$ cat config.mk
export PLATFORM = sky130hd
export DESIGN_NAME = imem_loader
export DESIGN_NICKNAME = d
export VERILOG_FILES = /design/src/rtl/imem_loader.sv
export SDC_FILE = /design/constraint.sdc
export NUM_CORES = 1
export LEC_CHECK = 0
export BUFFER_PORTS_ARGS = -buffer_cell sky130_fd_sc_hd__buf_2
export CAP_MARGIN = 15
export CORE_MARGIN = 3
export CORE_UTILIZATION = 46
export DETAILED_ROUTE_END_ITERATION = 6
export GPL_TIMING_DRIVEN = 0
export PLACE_DENSITY = 0.84
export RECOVER_POWER = 100
export SETUP_SLACK_MARGIN = 0.4
export SLEW_MARGIN = 20
export SYNTH_ARGS = -nofsm -noshare
export SYNTH_HDL_FRONTEND = slang
export SYNTH_SLANG_ARGS = --single-unit
$ cat constraint.sdc
create_clock -name SYS_clk -period 2.5 [get_ports SYS_clk]
set_input_delay 0.25 -clock SYS_clk [delete_from_list [all_inputs] [get_ports SYS_clk]]
set_output_delay 0.25 -clock SYS_clk [all_outputs]
set_load 0.005 [all_outputs]
$ cat src/rtl/imem_loader.sv
// Program loader: packs a byte stream big-endian into 32-bit words and writes
// them to consecutive word addresses of instruction memory while holding the core.
module imem_loader #(
   parameter int ADDR_W    = 8,
   parameter int MAX_WORDS = 64
) (
   input  logic              SYS_clk,
   input  logic              SYS_reset,
   input  logic              LD_start,
   input  logic              LD_end,
   input  logic              LD_byte_valid,
   input  logic [7:0]        LD_byte,
   output logic              LD_byte_ready,
   output logic              IMEM_wr_en,
   output logic [ADDR_W-1:0] IMEM_wr_addr,
   output logic [31:0]       IMEM_wr_data,
   input  logic              IMEM_wr_ack,
   output logic              LD_cpu_hold,
   output logic              LD_busy,
   output logic              LD_done,
   output logic [6:0]        LD_word_count,
   output logic              LD_error,
   output logic [1:0]        LD_dbg_state
);

   // Byte handshake: a byte moves when LD_byte_valid & LD_byte_ready on a rising
   // edge; write handshake: a word moves when IMEM_wr_en & IMEM_wr_ack on a rising edge.
   localparam logic [1:0] S_IDLE    = 2'd0;
   localparam logic [1:0] S_COLLECT = 2'd1;
   localparam logic [1:0] S_WRITE   = 2'd2;
   localparam logic [1:0] S_DONE    = 2'd3;

   localparam logic [6:0] L_MAX = 7'(MAX_WORDS);

   logic [1:0]        r_state;
   logic [1:0]        r_byte_cnt;
   logic [31:0]       r_data;
   logic [ADDR_W-1:0] r_addr;
   logic [6:0]        r_word_count;
   logic              r_error;
   logic              r_end_pending;

   logic              w_accept;
   logic              w_full;
   logic              w_store;
   logic [2:0]        w_cnt_next;
   logic [31:0]       w_lane;
   logic [ADDR_W:0]   w_addr_sum;

   assign w_accept   = (r_state == S_COLLECT) && LD_byte_valid;
   assign w_full     = (r_word_count == L_MAX);
   assign w_store    = w_accept && !w_full;
   assign w_cnt_next = {1'b0, r_byte_cnt} + {2'b00, w_store};
   assign w_lane     = {LD_byte, 24'h000000} >> {r_byte_cnt, 3'b000};
   // The carry bit marks the last word address; the address then holds rather than wraps.
   assign w_addr_sum = {1'b0, r_addr} + (ADDR_W+1)'(4);

   always_ff @(posedge SYS_clk or negedge SYS_reset) begin
      if (!SYS_reset) begin
         r_state       <= S_IDLE;
         r_byte_cnt    <= 2'd0;
         r_data        <= 32'h0;
         r_addr        <= '0;
         r_word_count  <= 7'd0;
         r_error       <= 1'b0;
         r_end_pending <= 1'b0;
      end else begin
         case (r_state)
            S_IDLE: begin
               if (LD_start) begin
                  r_state       <= S_COLLECT;
                  r_byte_cnt    <= 2'd0;
                  r_data        <= 32'h0;
                  r_addr        <= '0;
                  r_word_count  <= 7'd0;
                  r_error       <= 1'b0;
                  r_end_pending <= 1'b0;
               end
            end
            S_COLLECT: begin
               if (w_accept && w_full) begin
                  r_error <= 1'b1;
               end
               if (w_store) begin
                  r_data     <= r_data | w_lane;
                  r_byte_cnt <= w_cnt_next[1:0];
               end
               if (w_cnt_next == 3'd4) begin
                  r_state       <= S_WRITE;
                  r_end_pending <= LD_end;
               end else if (LD_end) begin
                  if (w_cnt_next == 3'd0) begin
                     r_state <= S_DONE;
                  end else begin
                     // Low bytes of a partial word are already zero from the last clear.
                     r_error       <= 1'b1;
                     r_end_pending <= 1'b1;
                     r_state       <= S_WRITE;
                  end
               end
            end
            S_WRITE: begin
               if (IMEM_wr_ack) begin
                  r_addr       <= w_addr_sum[ADDR_W] ? r_addr : w_addr_sum[ADDR_W-1:0];
                  r_word_count <= w_full ? r_word_count : r_word_count + 7'd1;
                  r_byte_cnt   <= 2'd0;
                  r_data       <= 32'h0;
                  r_state      <= r_end_pending ? S_DONE : S_COLLECT;
               end
            end
            default: begin
               r_state <= S_IDLE;
            end
         endcase
      end
   end

   assign LD_byte_ready = (r_state == S_COLLECT);
   assign IMEM_wr_en    = (r_state == S_WRITE);
   assign LD_done       = (r_state == S_DONE);
   assign LD_busy       = (r_state != S_IDLE);
   assign LD_cpu_hold   = (r_state != S_IDLE);
   assign IMEM_wr_addr  = r_addr;
   assign IMEM_wr_data  = r_data;
   assign LD_word_count = r_word_count;
   assign LD_error      = r_error;
   assign LD_dbg_state  = r_state;

endmodule

==> results of run 1 <==
[repair_timing]
action | 4_1_cts | 5_1_grt
hold buffers | 0 | 1
setup endpoints to repair | 4 | 3
gates resized for setup | 4 | 2
buffers inserted | 5 | 2
gates cloned | 0 | 0
pin swaps | 3 | 4
hold endpoints to repair | 0 | 28
[flip-flops by register name (all words and copies together), names as in the netlist]
signal         count
LD_error           1
LD_word_count      7
IMEM_wr_addr       6
LD_dbg_state       2
r_end_pending      1
r_byte_cnt         2
IMEM_wr_data      32
[placed cells by master, fill, tap and decap left out, drive strengths merged, types with 2 or more instances in the layout]
cell / count
a21oi: 38
and2: 4
and3: 3
and3b: 2
buf: 54
clkbuf: 37
conb: 2
dfrtp: 51
ha: 5
inv: 9
mux2i: 3
nand2: 10
nand3: 2
nand4: 4
nor2: 50
nor2b: 2
nor3: 2
nor4: 2
o21ai: 3
o22ai: 2
or2: 3
xnor2: 2
xor2: 8
[worst min-delay path: stages]
cell and delay, ps:
buf_2 110, a21oi_1 60, nor2_1 70
[per-stage QoR]
step	instance area (µm²)	util, %
floorplan	2420	-
global placement	2830	58.1
detailed placement	2830	58.1
CTS	2990	61.2
global route	2920	59.9
finish	2920	59.9
[path summary, 6_finish.rpt]
path                       cells after the start  slack (ps)                          from                      endpoint
max                                            9         300  LD_word_count[2]$_DFFE_PN0P_   LD_dbg_state[0]$_DFFE_PN0P_
min                                            3         220                    LD_byte[5]  IMEM_wr_data[29]$_DFFE_PN0P_
max reg2reg                                    9         300  LD_word_count[2]$_DFFE_PN0P_   LD_dbg_state[0]$_DFFE_PN0P_
min reg2reg                                    2         500  IMEM_wr_data[22]$_DFFE_PN0P_  IMEM_wr_data[22]$_DFFE_PN0P_
max in group asynchronous                      2         940                     SYS_reset  LD_word_count[0]$_DFFE_PN0P_
min in group asynchronous                      2         740                     SYS_reset   IMEM_wr_addr[3]$_DFFE_PN0P_
[per-layer routing]
metal	up-vias	global-route usage (%)	part of all wire, %
met3	7	5.50	8.0
met1	971	24.6	45
met5	-	0	0
met2	68	30.7	46
met4	0	6.12	0.99
li1	937	-	-
[kinds of logic (layout without fill, tap and decap cells)]
logic type | count (synthesis) | in the layout
adders and majority gates | 5 | 5
AOI/OAI and AO/OA | 51 | 51
other | 1 | 2
and+or+nand+nor | 89 | 89
xor gates and xnor gates | 10 | 10
buffers and inverters | 20 | 102
muxes | 3 | 3
DFF | 51 | 51
[Yosys cell counts (all sizes together)]
cell type  count  area (µm²)
ha             5        62.6
clkbuf         4        15.0
inv            8        30.0
or2            3        18.8
nor4           2        42.5
buf            8        56.3
conb           1        3.75
nand2         10        37.5
dfrtp         51        1280
a211o          1        8.76
o311a          1        10.0
o22ai          2        12.5
nand3b         1        20.0
a311o          1        10.0
nor3           2        10.0
xnor2          2        25.0
nand2b         1        6.26
nor2b          2        12.5
a22oi          1        7.51
and3           3        18.8
a31oi          1        6.26
mux2i          3        42.5
o21ai          3        15.0
nor2          50         205
o2111ai        1        15.0
nand4          4        25.0
nand3          2        15.0
a311oi         1        26.3
xor2           8        70.1
a21oi         38         201
and3b          2        17.5
and2           4        25.0
or4            1        11.3
and4bb         1        12.5
nand4b         1        8.76
a21boi         1        7.51
[report_power, final]
group	switching [mW]	total [mW]	internal [mW]
Clock	0.283	0.586	0.303
Sequential	0.124	1.14	1.02
Combinational	0.633	1.10	0.466
[area by class of cell]
cell class,instances,area share (%)
plain buffers,12,2.44
clock buffers,6,2.48
clock inverters,2,1.33
inverters,8,1.03
multi-input cells,160,34.1
flip-flops and latches,51,43.8
well taps,67,2.87
repair buffers,74,12.0
==> metrics.csv, run 1 <==
stage,metric,value,unit
floorplan,fp.coreArea,4880,µm²
setup_path,crit_path_start_kind,flip-flop,
setup_path,endpoint_kind,flip-flop,
hold_path,hp-class,input pin to flip-flop,
outcome,status,"complete, no violations",
global_route,grt_pass1_wl,9160,µm
sta,setup_ws,300,ps
sta,tns,0,ps
sta,fin_hold_ws,216,ps
sta,rsz0062_at_grt,true,
logic_synthesis,synth_top_family_by_area,simple AND/OR/NAND/NOR gates,
logic_synthesis,syn_inst,230,
cells_and_area,diodes,0,
routing,drt_iter0_markers,81,
floorplan,die_area,6090,µm²
cells_and_area,nets,331,
logic_synthesis,synth_fa_ha_area_share,2.62,%
cells_and_area,nFillCells,442,
sta,period_share,88.0,%
power,power_density,967,nW/µm²
setup_path,critPathKind,flip-flop to flip-flop,
logic_synthesis,synth-compound-area-share,13.4,%
sta,fin_skew,3.38,ps
setup_path,cpMaxStageDelayCell,dfrtp_1,
cells_and_area,layout-drive-gt1-share,26.2,%
floorplan,rows,25,
cells_and_area,multi_input_area,997,µm²
setup_path,path_cells,nor4_4 > a21oi_4 > and2_4 > ha_1 > nor2b_4 > o2111ai_2 > nand3_2 > nor2_2 > a211o_1,
setup_path,critPathMaxStageDelay,480,ps
setup_path,critPathMaxFanout,6,
sta,tightest_slew,1230,ps
cells_and_area,final-seq-area,1280,µm²
clocking,cts-root-buf,clkbuf_8,
setup_path,crit_family,simple AND/OR/NAND/NOR gates,
clocking,clk_pin_slew_worst_paths,90,ps
floorplan,num_io_pins,69,
routing,wl_per_cell,14.4,µm
logic_synthesis,ys_seq_elements,51,
logic_synthesis,syn_area,2390,µm²
placement,gp_congestion,0.808,
floorplan,start_util,48.9,%
sta,hold_viol,0,
clocking,htreeDepth,2,
floorplan,dieHeight,78.1,µm
placement,dp_hpwl,3800,µm
logic_synthesis,synthMuxAreaShare,1.78,%
routing,num_vias,1983,
clocking,clk_path_buf_depth,2,
run,max_cap_violations,0,
placement,placed_cells,364,
logic_synthesis,yosysUniqueCellTypes,46,
logic_synthesis,yosysWarnings,0,
routing,drt_wl_total,5470,µm
sta,period_minus_slack,2200,ps
power,p_leak,1.52,nW
global_route,grt_pass1_vias,1920,
global_route,gr-total-overflow,0,
cells_and_area,area_delta_synth_final,22.4,%
placement,pre_cts_slack,164,ps
global_route,antenna_found_initial,0,
placement,port_buffers,66,
global_route,grt_max_degree,52,
clocking,clkSinkCount,51,
sta,max_freq,454,MHz
logic_synthesis,ys_seq_area_share,53.4,%
logic_synthesis,syn_area_per_cell,10.4,µm²
sta,relSlewSlack,18.2,%
clocking,clkLatencyLatePin,310,ps
clocking,cts_buffers,5,
global_route,globalRouteTotalUtil,19.0,%
logic_synthesis,synth-simple-area-share,20.4,%
routing,avgViaCountPerCell,5.22,
setup_path,cp.arrival,2400,ps
setup_path,critical_path_buf_inv_count,0,
floorplan,fp.dieW,78.1,µm
routing,ant_nets,0,
power,power.total,2.83,mW
sta,setup_viol,0,
clocking,cts_tree,done,
setup_path,cp_data_required_time,2700,ps
logic_synthesis,synthXorXnorAreaFrac,3.98,%
cells_and_area,stdcell_count,380,
sta,slew_violations,0,
routing,dr.pass1.iters,4,
power,ir_drop,0.536,mV
routing,route.detailed.drc,0,
No activity file was read; power rests on OpenSTA's default activity.
==> inputs of run 2 (changes only) <==
--- a/config.mk
+++ b/config.mk
@@ -5,10 +5,11 @@
 export SDC_FILE = /design/constraint.sdc
 export NUM_CORES = 1
 export LEC_CHECK = 0
+export ABC_AREA = 1
 export BUFFER_PORTS_ARGS = -buffer_cell sky130_fd_sc_hd__buf_2
 export CAP_MARGIN = 15
 export CORE_MARGIN = 3
-export CORE_UTILIZATION = 46
+export CORE_UTILIZATION = 47
 export DETAILED_ROUTE_END_ITERATION = 6
 export GPL_TIMING_DRIVEN = 0
 export PLACE_DENSITY = 0.84
==> metrics.csv, run 2 <==
stage,metric,value,unit,change
outcome,status,"complete, no violations",,
routing,dr.pass1.iters,4,,unchanged
floorplan,start_util,49.3,%,+0.35 points
logic_synthesis,yosysUniqueCellTypes,33,,-28%
logic_synthesis,yosys-top-cells-area,"dfrtp_1 50%, nor2_1 7.0%, inv_1 6.6%, nand2_1 6.1%, a31oi_1 5.9%",,
placement,port_buffers,66,,unchanged
floorplan,rows,26,,+4.0%
clocking,cts_tree,done,,
clocking,clkLatencyLatePin,310,ps,about the same
sta,fin_skew,11.2,ps,+7.80 ps
floorplan,dieHeight,79.9,µm,+2.3%
power,p_leak,1.66,nW,+9.3%
global_route,antenna_found_initial,0,,unchanged
logic_synthesis,ys_top_cells_by_count,"51 x dfrtp_1, 48 x nor2_1, 45 x inv_1, 42 x nand2_1, 24 x a31oi_1",,
hold_path,hold_depth,4,,+1
sta,tns,0,ps,unchanged
clocking,clkSinkCount,51,,unchanged
cells_and_area,nFillCells,481,,+8.8%
power,power_density,989,nW/µm²,+2.3%
global_route,grt_pass1_vias,2102,,+9.5%
power,pwr-share-clk,15.5,%,-5.2 points
sta,tightest_slew,1260,ps,+37.9 ps
logic_synthesis,yosysWarnings,0,,unchanged
routing,wl_per_cell,13.8,µm,-4.0%
run,max_cap_violations,0,,unchanged
power,power.total,3.04,mW,+7.6%
setup_path,critPathKind,flip-flop to flip-flop,,
sta,relSlewSlack,15.7,%,-2.5 points
floorplan,fp.coreArea,5200,µm²,+6.7%
logic_synthesis,synth.top_cell.area_share,49.7,%,-3.7 points
power,switching_share,43.3,%,+6.5 points
logic_synthesis,syn_area_per_cell,8.53,µm²,-18%
clocking,clk_pin_slew_worst_paths,90,ps,about the same
routing,ant_nets,0,,unchanged
clocking,cts_buffers,5,,unchanged
cells_and_area,final_cell_mix,"51 x dfrtp_1, 49 x nor2_1, 49 x buf_2",,
cells_and_area,diodes,0,,unchanged
sta,fin_hold_ws,207,ps,-8.86 ps
logic_synthesis,syn_inst,301,,+31%
power,pwr-share-comb,47.4,%,+8.6 points
power,seq_power_share,37.1,%,-3.3 points
clocking,clk_path_buf_depth,2,,unchanged
floorplan,fp.dieW,79.9,µm,+2.3%
logic_synthesis,synthMostInstantiatedCell,dfrtp_1,,
setup_path,cp.arrival,2330,ps,-70 ps
sta,max_freq,469,MHz,+3.3%
floorplan,die_area,6380,µm²,+4.7%
sta,hold_viol,0,,unchanged
global_route,globalRouteTotalUtil,19.5,%,+0.48 points
logic_synthesis,synth_edf_count,0,,unchanged
routing,route.detailed.drc,0,,unchanged
setup_path,endpoint_kind,flip-flop,,
hold_path,hp-class,input pin to flip-flop,,
setup_path,cp_data_required_time,2700,ps,about the same
cells_and_area,layout-drive-gt1-share,22.0,%,-4.2 points
logic_synthesis,syn_area,2570,µm²,+7.4%
clocking,cts-root-buf,clkbuf_8,,
power,ir_drop,0.510,mV,-4.8%
cells_and_area,layout_commonest_cell,dfrtp_1,,
routing,drt_iter0_markers,200,,+150%
logic_synthesis,ys_seq_elements,51,,unchanged
setup_path,worst-r2r-cell-count,12,,+3
cells_and_area,area_delta_synth_final,19.9,%,
routing,avgViaCountPerCell,5.08,,-2.7%
global_route,gr-total-overflow,0,,unchanged
power,internal-power,1.73,mW,-3.5%
placement,dp_hpwl,4440,µm,+17%
setup_path,critPathMaxFanout,6,,unchanged
logic_synthesis,postSynth.asyncResetShare,100,%,unchanged
logic_synthesis,synth_top_area_cell,dfrtp_1,,
sta,period_minus_slack,2130,ps,-70.1 ps
global_route,grt_pass1_wl,9780,µm,+6.8%
routing,num_vias,2295,,+16%
sta,period_share,85.2,%,-2.8 points
cells_and_area,nets,400,,+21%
logic_synthesis,ys_seq_area_share,49.7,%,-3.7 points
power,switchingPower,1.32,mW,+27%
global_route,grt_max_degree,52,,unchanged
sta,rsz0062_at_grt,false,,
sta,setup_viol,0,,unchanged
routing,drt_wl_total,6250,µm,+14%
cells_and_area,largest_reg_flops,32,,unchanged
sta,slew_violations,0,,unchanged
logic_synthesis,synthFlopType,dfrtp_1,,
floorplan,num_io_pins,69,,unchanged
clocking,htreeDepth,2,,unchanged
placement,gp_congestion,0.899,,+11%
setup_path,crit_path_start_kind,flip-flop,,
-- run 2: cell count changes in the layout (fill, tap and decap cells not counted), moves of 4 or more --
cell	before	now
a21oi_1	37	11
a31oi_1	1	24
clkbuf_1	29	25
inv_1	7	46
nand2_1	10	44
nand3_1	1	14
nor3_2	0	4
o21ai_0	1	8
xor2_1	8	1
-- run 2: critical path: stages (launching register included) --
cell and delay, ps:
dfrtp_1 440, inv_1 120, nand2_1 130, nor2_1 260, nand3_2 120, inv_1 100
ha_1 240, inv_1 130, nand3_1 150, nor2_2 140, nand2_1 80, nand3_1 80
nand2_1 50
-- run 2: worst paths after layout --
kind	start	endpoint	slack, ps
max in group asynchronous	SYS_reset	IMEM_wr_data[24]$_DFFE_PN0P_	980
hold / removal	IMEM_wr_ack	LD_dbg_state[1]$_DFFE_PN0P_	210
setup / recovery	LD_dbg_state[1]$_DFFE_PN0P_	r_end_pending$_DFFE_PN0P_	370
hold reg to reg	r_end_pending$_DFFE_PN0P_	r_end_pending$_DFFE_PN0P_	480
setup reg to reg	LD_dbg_state[1]$_DFFE_PN0P_	r_end_pending$_DFFE_PN0P_	370
min in group asynchronous	SYS_reset	IMEM_wr_data[21]$_DFFE_PN0P_	740
-- run 2: metrics by stage --
step | cell area [µm²] | worst slack [ps] | cells | utilization, %
5_1_grt | 3080 | 189 | 452 | 59.1
4_1_cts | 3080 | 413 | 447 | 59.2
2_1_floorplan | 2570 | 644 | 302 | -
6_report | 3080 | 370 | 452 | 59.1
3_3_place_gp | 2990 | 491 | 438 | 57.4
3_5_place_dp | 2990 | 393 | 438 | 57.4
-- run 2: final cells by class --
cell class | instances | area (µm²) | share of cell area [%]
flip-flops and latches | 51 | 1280 | 41.5
multi-input cells | 188 | 995 | 32.3
repair buffers | 72 | 349 | 11.3
inverters | 48 | 185 | 6.02
plain buffers | 15 | 98.8 | 3.21
well taps | 70 | 87.6 | 2.85
clock buffers | 6 | 72.6 | 2.36
clock inverters | 2 | 12.5 | 0.407
-- run 2: power by group through the flow --
stage          combinational [mW]  clock [mW]  sequential (mW)
2_1_floorplan               0.974           0             1.15
3_3_place_gp                 1.41           0             1.14
3_5_place_dp                 1.46           0             1.14
4_1_cts                      1.47       0.477             1.13
5_1_grt                      1.62       0.509             1.15
6_report                     1.44       0.473             1.13
-- run 2: per-layer routing --
metal  share of wire, %  vias to the layer above  GRT usage [%]
met5                  0                        -              0
met4               0.43                        0           6.42
met3                4.8                        2           3.39
met2                 50                       61           31.3
met1                 45                     1103           26.6
li1                   -                     1129              -
-- run 2: logic make-up (layout without fill, tap and decap cells) --
kind of cell | after synthesis | in the layout | share of synthesized area, %
fa+ha+maj | 5 | 5 | 2.44
other cells | 1 | 2 | 0.146
buf+inv | 63 | 143 | 11.1
compound gates | 51 | 51 | 12.2
flops | 51 | 51 | 49.7
simple gates | 129 | 129 | 24.0
xor+xnor | 1 | 1 | 0.341
-- run 2: repair_timing --
| item | CTS | global route |
|---|---|---|
| endpoints found under the hold margin | 0 | 2 |
| pin swaps | 0 | 1 |
| buffers inserted | 1 | 4 |
| hold buffers | 0 | 1 |
| resized for setup | 0 | 6 |
| endpoints found under the setup margin | 1 | 3 |
